### src/rtl/tone_oscillator.sv
// Multi-waveform voice oscillator: square/pulse, saw and triangle generated from a period in clk
// cycles. A serial divider derives the ramp step; new periods load only at a cycle boundary.
module tone_oscillator #(
  parameter int unsigned OUT_W    = 24,
  parameter int unsigned PERIOD_W = 23
) (
  input  logic                clk,
  input  logic                reset,
  input  logic                enable,
  input  logic [PERIOD_W-1:0] period,
  input  logic [1:0]          mode,
  input  logic [7:0]          duty,
  input  logic [6:0]          volume,
  output logic [OUT_W-1:0]    value,
  output logic                cycle_start,
  output logic                active
);

  localparam int unsigned CntW = $clog2(OUT_W + 1);

  // Divider state
  logic                div_busy;
  logic [CntW-1:0]     div_cnt;
  logic [PERIOD_W-1:0] div_rem;
  logic [OUT_W-2:0]    div_quo;
  logic [PERIOD_W-1:0] target;

  // Pending and active period/step
  logic                pend_valid;
  logic [PERIOD_W-1:0] pend_p;
  logic [OUT_W-1:0]    pend_step;
  logic [PERIOD_W-1:0] act_p;
  logic [OUT_W-1:0]    act_step;

  // Phase counter and ramp accumulator
  logic [PERIOD_W-1:0] ph;
  logic [OUT_W-1:0]    ramp;

  // Combinational helpers
  logic [PERIOD_W:0]   rem_shift;
  logic                rem_ge;
  logic [PERIOD_W-1:0] rem_next;
  logic [OUT_W-1:0]    quo_next;
  logic                div_last;
  logic                boundary;
  logic                do_load;
  logic                run;
  logic [PERIOD_W+7:0] pulse_prod;
  logic                sq_high;
  logic [OUT_W-1:0]    tri_shift;
  logic [OUT_W-1:0]    raw;
  logic [OUT_W+6:0]    prod;
  logic [OUT_W-1:0]    scaled;

  // Restoring divide step; the dividend is all ones, so every shifted-in bit is 1
  always_comb begin
    rem_shift = {div_rem, 1'b1};
    rem_ge    = rem_shift >= {1'b0, target};
    rem_next  = PERIOD_W'(rem_ge ? rem_shift - {1'b0, target} : rem_shift);
    quo_next  = {div_quo, rem_ge};
    div_last  = div_cnt == CntW'(OUT_W - 1);
  end

  // Load/run decisions
  always_comb begin
    boundary = ph == act_p - PERIOD_W'(1);
    do_load  = pend_valid && (boundary || !active);
    run      = active && enable;
  end

  // Raw waveform selection and exact volume scaling
  always_comb begin
    pulse_prod = {8'b0, act_p} * {{PERIOD_W{1'b0}}, duty};
    sq_high    = {8'b0, ph} < (pulse_prod >> 8);
    tri_shift  = {ramp[OUT_W-2:0], 1'b0};
    raw        = '0;
    case (mode)
      2'b01:   raw = ramp;
      2'b10:   raw = ramp[OUT_W-1] ? ~tri_shift : tri_shift;
      default: raw = sq_high ? {OUT_W{1'b1}} : '0;
    endcase
    prod   = {7'b0, raw} * {{OUT_W{1'b0}}, volume};
    scaled = OUT_W'(prod / (OUT_W + 7)'(127));
  end

  // Serial divider and pending-step handoff
  always_ff @(posedge clk) begin
    if (reset) begin
      div_busy   <= 1'b0;
      div_cnt    <= '0;
      div_rem    <= '0;
      div_quo    <= '0;
      target     <= '0;
      pend_valid <= 1'b0;
      pend_p     <= '0;
      pend_step  <= '0;
    end else begin
      if (do_load) pend_valid <= 1'b0;
      if (div_busy) begin
        div_rem <= rem_next;
        div_quo <= quo_next[OUT_W-2:0];
        div_cnt <= div_cnt + CntW'(1);
        if (div_last) begin
          // A fresh result overrides a same-edge load clear
          div_busy   <= 1'b0;
          pend_valid <= 1'b1;
          pend_p     <= target;
          pend_step  <= quo_next;
        end
      end else if (period != target) begin
        div_busy <= 1'b1;
        target   <= period;
        div_cnt  <= '0;
        div_rem  <= '0;
        div_quo  <= '0;
      end
    end
  end

  // Active period load, phase and ramp advance
  always_ff @(posedge clk) begin
    if (reset) begin
      act_p    <= '0;
      act_step <= '0;
      active   <= 1'b0;
      ph       <= '0;
      ramp     <= '0;
    end else if (do_load) begin
      act_p    <= pend_p;
      act_step <= pend_step;
      active   <= pend_p >= PERIOD_W'(2);
      ph       <= '0;
      ramp     <= '0;
    end else if (run) begin
      if (boundary) begin
        ph   <= '0;
        ramp <= '0;
      end else begin
        ph   <= ph + PERIOD_W'(1);
        ramp <= ramp + act_step;
      end
    end else begin
      ph   <= '0;
      ramp <= '0;
    end
  end

  // Registered sample and cycle marker, one clk behind ph/ramp
  always_ff @(posedge clk) begin
    if (reset) begin
      value       <= '0;
      cycle_start <= 1'b0;
    end else begin
      value       <= run ? scaled : '0;
      cycle_start <= run && (ph == '0);
    end
  end

endmodule

### config.mk
export PLATFORM = sky130hd
export DESIGN_NAME = tone_oscillator
export DESIGN_NICKNAME = d
export VERILOG_FILES = /design/src/rtl/tone_oscillator.sv
export SDC_FILE = /design/constraint.sdc
export NUM_CORES = 2
export LEC_CHECK = 0
export BUFFER_PORTS_ARGS = -buffer_cell sky130_fd_sc_hd__buf_2
export CORE_MARGIN = 2
export CORE_UTILIZATION = 55
export DETAILED_ROUTE_END_ITERATION = 10
export PLACE_DENSITY = 0.79
export SLEW_MARGIN = 30
export SYNTH_ARGS = -nofsm -noshare
export SYNTH_HDL_FRONTEND = slang
export SYNTH_SLANG_ARGS = --single-unit
### constraint.sdc
create_clock -name clk -period 97.1 [get_ports clk]
set_input_delay 24.275 -clock clk [delete_from_list [all_inputs] [get_ports clk]]
set_output_delay 24.275 -clock clk [all_outputs]
set_load 0.05 [all_outputs]
Word level (Yosys, flattened, before mapping)

Cells that the tools add are included.

Register bits: 243
Bits of input ports: 43
Output and inout bits: 26
Word-level logic and storage cells: 60

$add $sub $neg: 5
Multipliers: 2
Divide/modulo/power cells: 1
$lt $le $gt $ge: 3
Equality and inequality tests: 5
Mux-type cells: 15
Bitwise gates (word level): 3
Reduce and logical (&&, ||, !) cells: 11

Operator list:

| kind                                                                   | number |
|---|---|
| 23-bit two-way mux                                                     | 4 |
| 24-bit two-way mux                                                     | 2 |
| 24-bit one-hot mux with 2 select lines                                 | 1 |
| 31-bit by 7-bit divider with 31-bit output, second input constant      | 1 |
| 23-bit by 8-bit multiplier with 31-bit output                          | 1 |
| 24-bit by 7-bit multiplier with 31-bit output                          | 1 |
| 24-bit adder                                                           | 1 |
| 24-bit by 23-bit >= comparator with 1-bit output                       | 1 |
| 24-bit inverter                                                        | 1 |
| 23-bit by 1-bit adder with 23-bit output, second input constant        | 1 |
| 23-bit equality test                                                   | 1 |
| 23-bit by 2-bit >= comparator with 1-bit output, second input constant | 1 |
| 23-bit zero test                                                       | 1 |
| 23-bit < comparator                                                    | 1 |
| 23-bit != test                                                         | 1 |
| 23-bit by 1-bit subtractor with 23-bit output, second input constant   | 1 |
| 23-bit subtractor                                                      | 1 |
| 5-bit two-way mux                                                      | 2 |
| 1-bit two-way mux                                                      | 6 |
| 5-bit by 1-bit adder with 5-bit output, second input constant          | 1 |
| 5-bit equality test, second input constant                             | 1 |
| 2-bit AND reduction                                                    | 2 |
| 4-bit OR reduction                                                     | 1 |
| 1-bit logical AND                                                      | 3 |
| 7 further kinds                                                        | 8 |

Longest topological paths before layout

Word-level depth: 7
Mapped depth: 129
Depth with buffers taken out: 113

Worst setup path before layout

Ideal clock, no wire load.

Kind: input -> register
Start point: in duty[4]
End point: reg value[0]
Library setup time: 125 ps
Arrival: 49679 ps
Data required time: 96975 ps
Slack: 47296 ps
Stages: 111
Buffers on the path: 8
Path through: clkbuf_1 -> and2_1 -> fa_1 -> fa_1 -> inv_1 -> fa_1 -> inv_1 -> fa_1 -> ha_1 -> o21ai_0 -> nand2b_1 -> a21oi_1 -> nor2b_1 -> nor2_1 -> nor2b_1 -> o21a_1 -> o21a_1 -> o21a_1 -> [... 75 more ...] -> buf_6 -> a221o_1 -> nand3_1 -> a21oi_4 -> or3_4 -> o221ai_1 -> o211ai_1 -> o21ai_1 -> nand2_1 -> a311o_1 -> nor3_2 -> a32oi_1 -> xnor2_1 -> ha_1 -> inv_1 -> a2111oi_0 -> a31o_1 -> o32ai_2

Cells in the longest elaborated chain, start to end: 6

Ends and longest elaborated chain:

| element                                       | line | source |
|---|---|---|
| start, declared                               | 12   | `input logic [7:0] duty,` |
| 23-bit by 8-bit multiplier with 31-bit output | 73   | `pulse_prod = {8'b0, act_p} * {{PERIOD_W{1'b0}}, duty};` |
| 23-bit < comparator                           | 74   | `sq_high = {8'b0, ph} < (pulse_prod >> 8);` |
| 24-bit two-way mux                            | 80   | `default: raw = sq_high ? {OUT_W{1'b1}} : '0;` |
| 24-bit one-hot mux with 2 select lines        | 77   | `case (mode)` |
| 24-bit by 7-bit multiplier with 31-bit output | 82   | `prod = {7'b0, raw} * {{OUT_W{1'b0}}, volume};` |
| 31-bit by 7-bit divider with 31-bit output    | 83   | `scaled = OUT_W'(prod / (OUT_W + 7)'(127));` |
| end signal, assigned                          | 154  | `value <= run ? scaled : '0;` |
| end, declared                                 | 14   | `output logic [OUT_W-1:0] value,` |

No other way between the ends.
A chain may end at the register's enable or synchronous reset.

Final worst setup path

Start point: in duty[2]
End point: reg value[0]

The elaborated chain is that of the path after synthesis.

==> impl_metrics.csv <==
group,metric,value,unit
timing,period_share,55.02,%
cts,numCtsBuffers,29,
placement,port-buffer-count,68,
yosys,yosysMostFrequentCell,"nand2_1",
detailed_routing,via_per_inst,6.061,
global_routing,grt_first_pass_wirelength,125.3,mm
yosys,synth_edf_count,0,
global_routing,grt_max_degree,113,
timing,setup_tns,0,ns
yosys,netlist_area,29520,um^2
cts,worstSkewPairLatency,0.60,ns
detailed_routing,drt-total-wl,73.69,mm
timing,worst_slack,43.67,ns
placement,place_congestion,0.9484,
cts,clock-sinks,243,
worst_hold_path,min_path_type,"flip-flop to flip-flop",
die,fp.dieW,235.7,um
timing,worst_clock_skew,0.04117,ns
layout,final_layout_size_suffix_gt1_share,7.861,%
global_routing,grt_remaining_overflow,0,
layout,utilization,58.96,%
status,outcome,"finished clean",
yosys,ys_seq_area_share,16.48,%
yosys,synth-main-ff-cell,"dfxtp_1",
critical_path,endpoint_kind,"flip-flop",
timing,setup_viol,0,
critical_path,worst_setup_path_start_kind,"input pin",
global_routing,grt_use_total,26.42,%
cts,cts_setup_buffers,0,
yosys,yosysWarnings,0,
yosys,syn_inst,3688,
global_routing,grt_pass1_vias,25530,
cts,cts.root.buffer_cell,"clkbuf_16",
layout,multi_input_area,22860,um^2
critical_path,rr_worst_depth,110,
timing,rsz0062_at_grt,"false",
yosys,synth_area_leaders,"dfxtp_1, fa_1, ha_1, and2_1, nand2_1",
detailed_routing,dr.pass1.iters,6,
yosys,ys_ff_latch,243,
timing,max_slew_margin,35.04,%
cts,cts.path.max_buffers,3,
yosys,syn_area_per_cell,8.003,um^2
detailed_routing,remaining_drc_errors,0,
critical_path,critPathKind,"input pin to flip-flop",
yosys,netlist_top_cells_count,"nand2_1, inv_1, and2_1, nor2_1, dfxtp_1",
yosys,synth_top_cell_by_area,"dfxtp_1",
timing,min_period,53.43,ns
timing,drv_slew,0,
placement,hpwlAfterDp,55.94,mm
timing,hold_viol_final,0,
layout,area_delta_synth_final,5.392,%
job,cap_violations,0,
yosys,synth_top_area_share,16.48,%
critical_path,required,97.59,ns
timing,worstMarginPinSlew,0.9707,ns
die,coreArea,52760,um^2
die,ioPinCount,69,
layout,seq_area,4866,um^2
detailed_routing,wire_per_inst,17.03,um
cts,clkTransAtPathRegs,0.07,ns
layout,nets,4066,
critical_path,worst_path_most_repeated_cell,"o21a_1",
critical_path,reg2reg_slack,66.99,ns
yosys,async_reset_ff_share,0,%
critical_path,slowest_stage,"a211oi_1",
die,placementRows,84,
critical_path,worst_ep_arrival_time,53.91,ns
cts,cts_resized,0,
global_routing,grt_antenna_before_repair,2,
placement,place_ws,43.56,ns
detailed_routing,ant_nets,0,
cts,cts_tree,"done",
timing,max_clock_freq,18.72,MHz
cts,cts_hold_repair.buffers,0,
die,start_util,55.94,%
critical_path,max_stage_delay,0.72,ns
detailed_routing,drt_iter0_markers,2247,
worst_hold_path,hold_path_depth,2,
cts,htreeDepth,1,
critical_path,path_max_fanout,37,
detailed_routing,num_vias,26230,
die,chipHeight,235.7,um
die,dieArea,55530,um^2
layout,fill_cells,4752,
yosys,synth_nets,4138,
yosys,synth_cell_types,138,
==> worst paths after layout <==
check	start	end
max reg2reg	act_p[1]	value[0]
min reg2reg	div_quo[20]	pend_step[21]
max	duty[2]	value[0]
min	div_quo[20]	pend_step[21]
==> flip-flops by register name, summed over array words and instances (netlist names), 5 cells and up <==
signal	count
pend_step	24
act_p	23
target	23
div_rem	23
div_cnt	5
value	24
ph	23
act_step	24
div_quo	23
ramp	24
pend_p	23
==> metrics by stage <==
| stage | hold WS, ns | instance area (um^2) | instances |
|---|---|---|---|
| final | 0.4341 | 31110 | 4328 |
| after global routing | 0.4731 | 31100 | 4327 |
| after CTS | 0.4447 | 31080 | 4326 |
| after detailed placement | 0.4471 | 30100 | 4273 |
| after global placement | 0.4418 | 30090 | 4273 |
| after floorplan | 0.4321 | 29520 | 3688 |
==> cell families after synthesis <==
family | Yosys count | share of synthesized area, %
DFF | 243 | 16.48
buffers and inverters | 474 | 6.287
muxes | 65 | 2.234
xor gates and xnor gates | 210 | 6.257
adders and majority gates | 408 | 23.29
AOI/OAI and AO/OA | 859 | 20.80
and+or+nand+nor | 1429 | 24.65
==> worst max-delay path, delay by kind of cell <==
family                     cells  cell delay (ns)
and+or+nand+nor               33             8.22
adders and majority gates     12             4.90
muxes                          2             1.06
xor gates and xnor gates       1             0.33
buffers and inverters         10             0.96
AOI/OAI and AO/OA             53            14.10
==> per-layer routing <==
| layer | up-vias | track usage [%] | share of wire [%] | wire (um) |
|---|---|---|---|---|
| li1 | 12630 | - | - | - |
| met4 | 0 | 6.176 | 2.0 | 1443 |
| met2 | 919 | 43.25 | 45 | 33460 |
| met1 | 12560 | 36.83 | 45 | 33450 |
| met3 | 128 | 3.870 | 7.2 | 5328 |
| met5 | - | 0 | 0 | 0 |
==> layout by cell type, fill, tap and decap left out, types with 31 or more instances in the layout <==
cell type,Yosys,routed
nor3_1,96,93
nand4_1,53,53
fa_1,236,236
dfxtp_1,243,242
a21oi_1,233,233
xor2_1,94,94
nor4_1,33,31
nand3_1,97,97
xnor2_1,115,114
and2_1,267,267
ha_1,171,171
buf_2,28,67
or2_2,31,31
nor2_1,260,260
o21ai_0,104,103
a21o_1,59,59
inv_1,288,288
a211oi_1,32,31
nand2b_1,34,34
o21a_1,41,41
mux2i_1,58,58
nand2_1,417,417
==> layout make-up <==
| cell class | count | area share (%) |
|---|---|---|
| tap | 688 | 2.767 |
| sequential | 243 | 15.64 |
| inverter | 290 | 3.499 |
| multi-input combinational | 2971 | 73.50 |
| clock inverter | 16 | 0.6234 |
| antenna | 2 | 0.01609 |
| timing repair buffer | 81 | 1.428 |
| clock buffer | 37 | 2.526 |
Power is not shown: default switching activity piles up to over one toggle a cycle in this logic, so the estimate is an artifact.
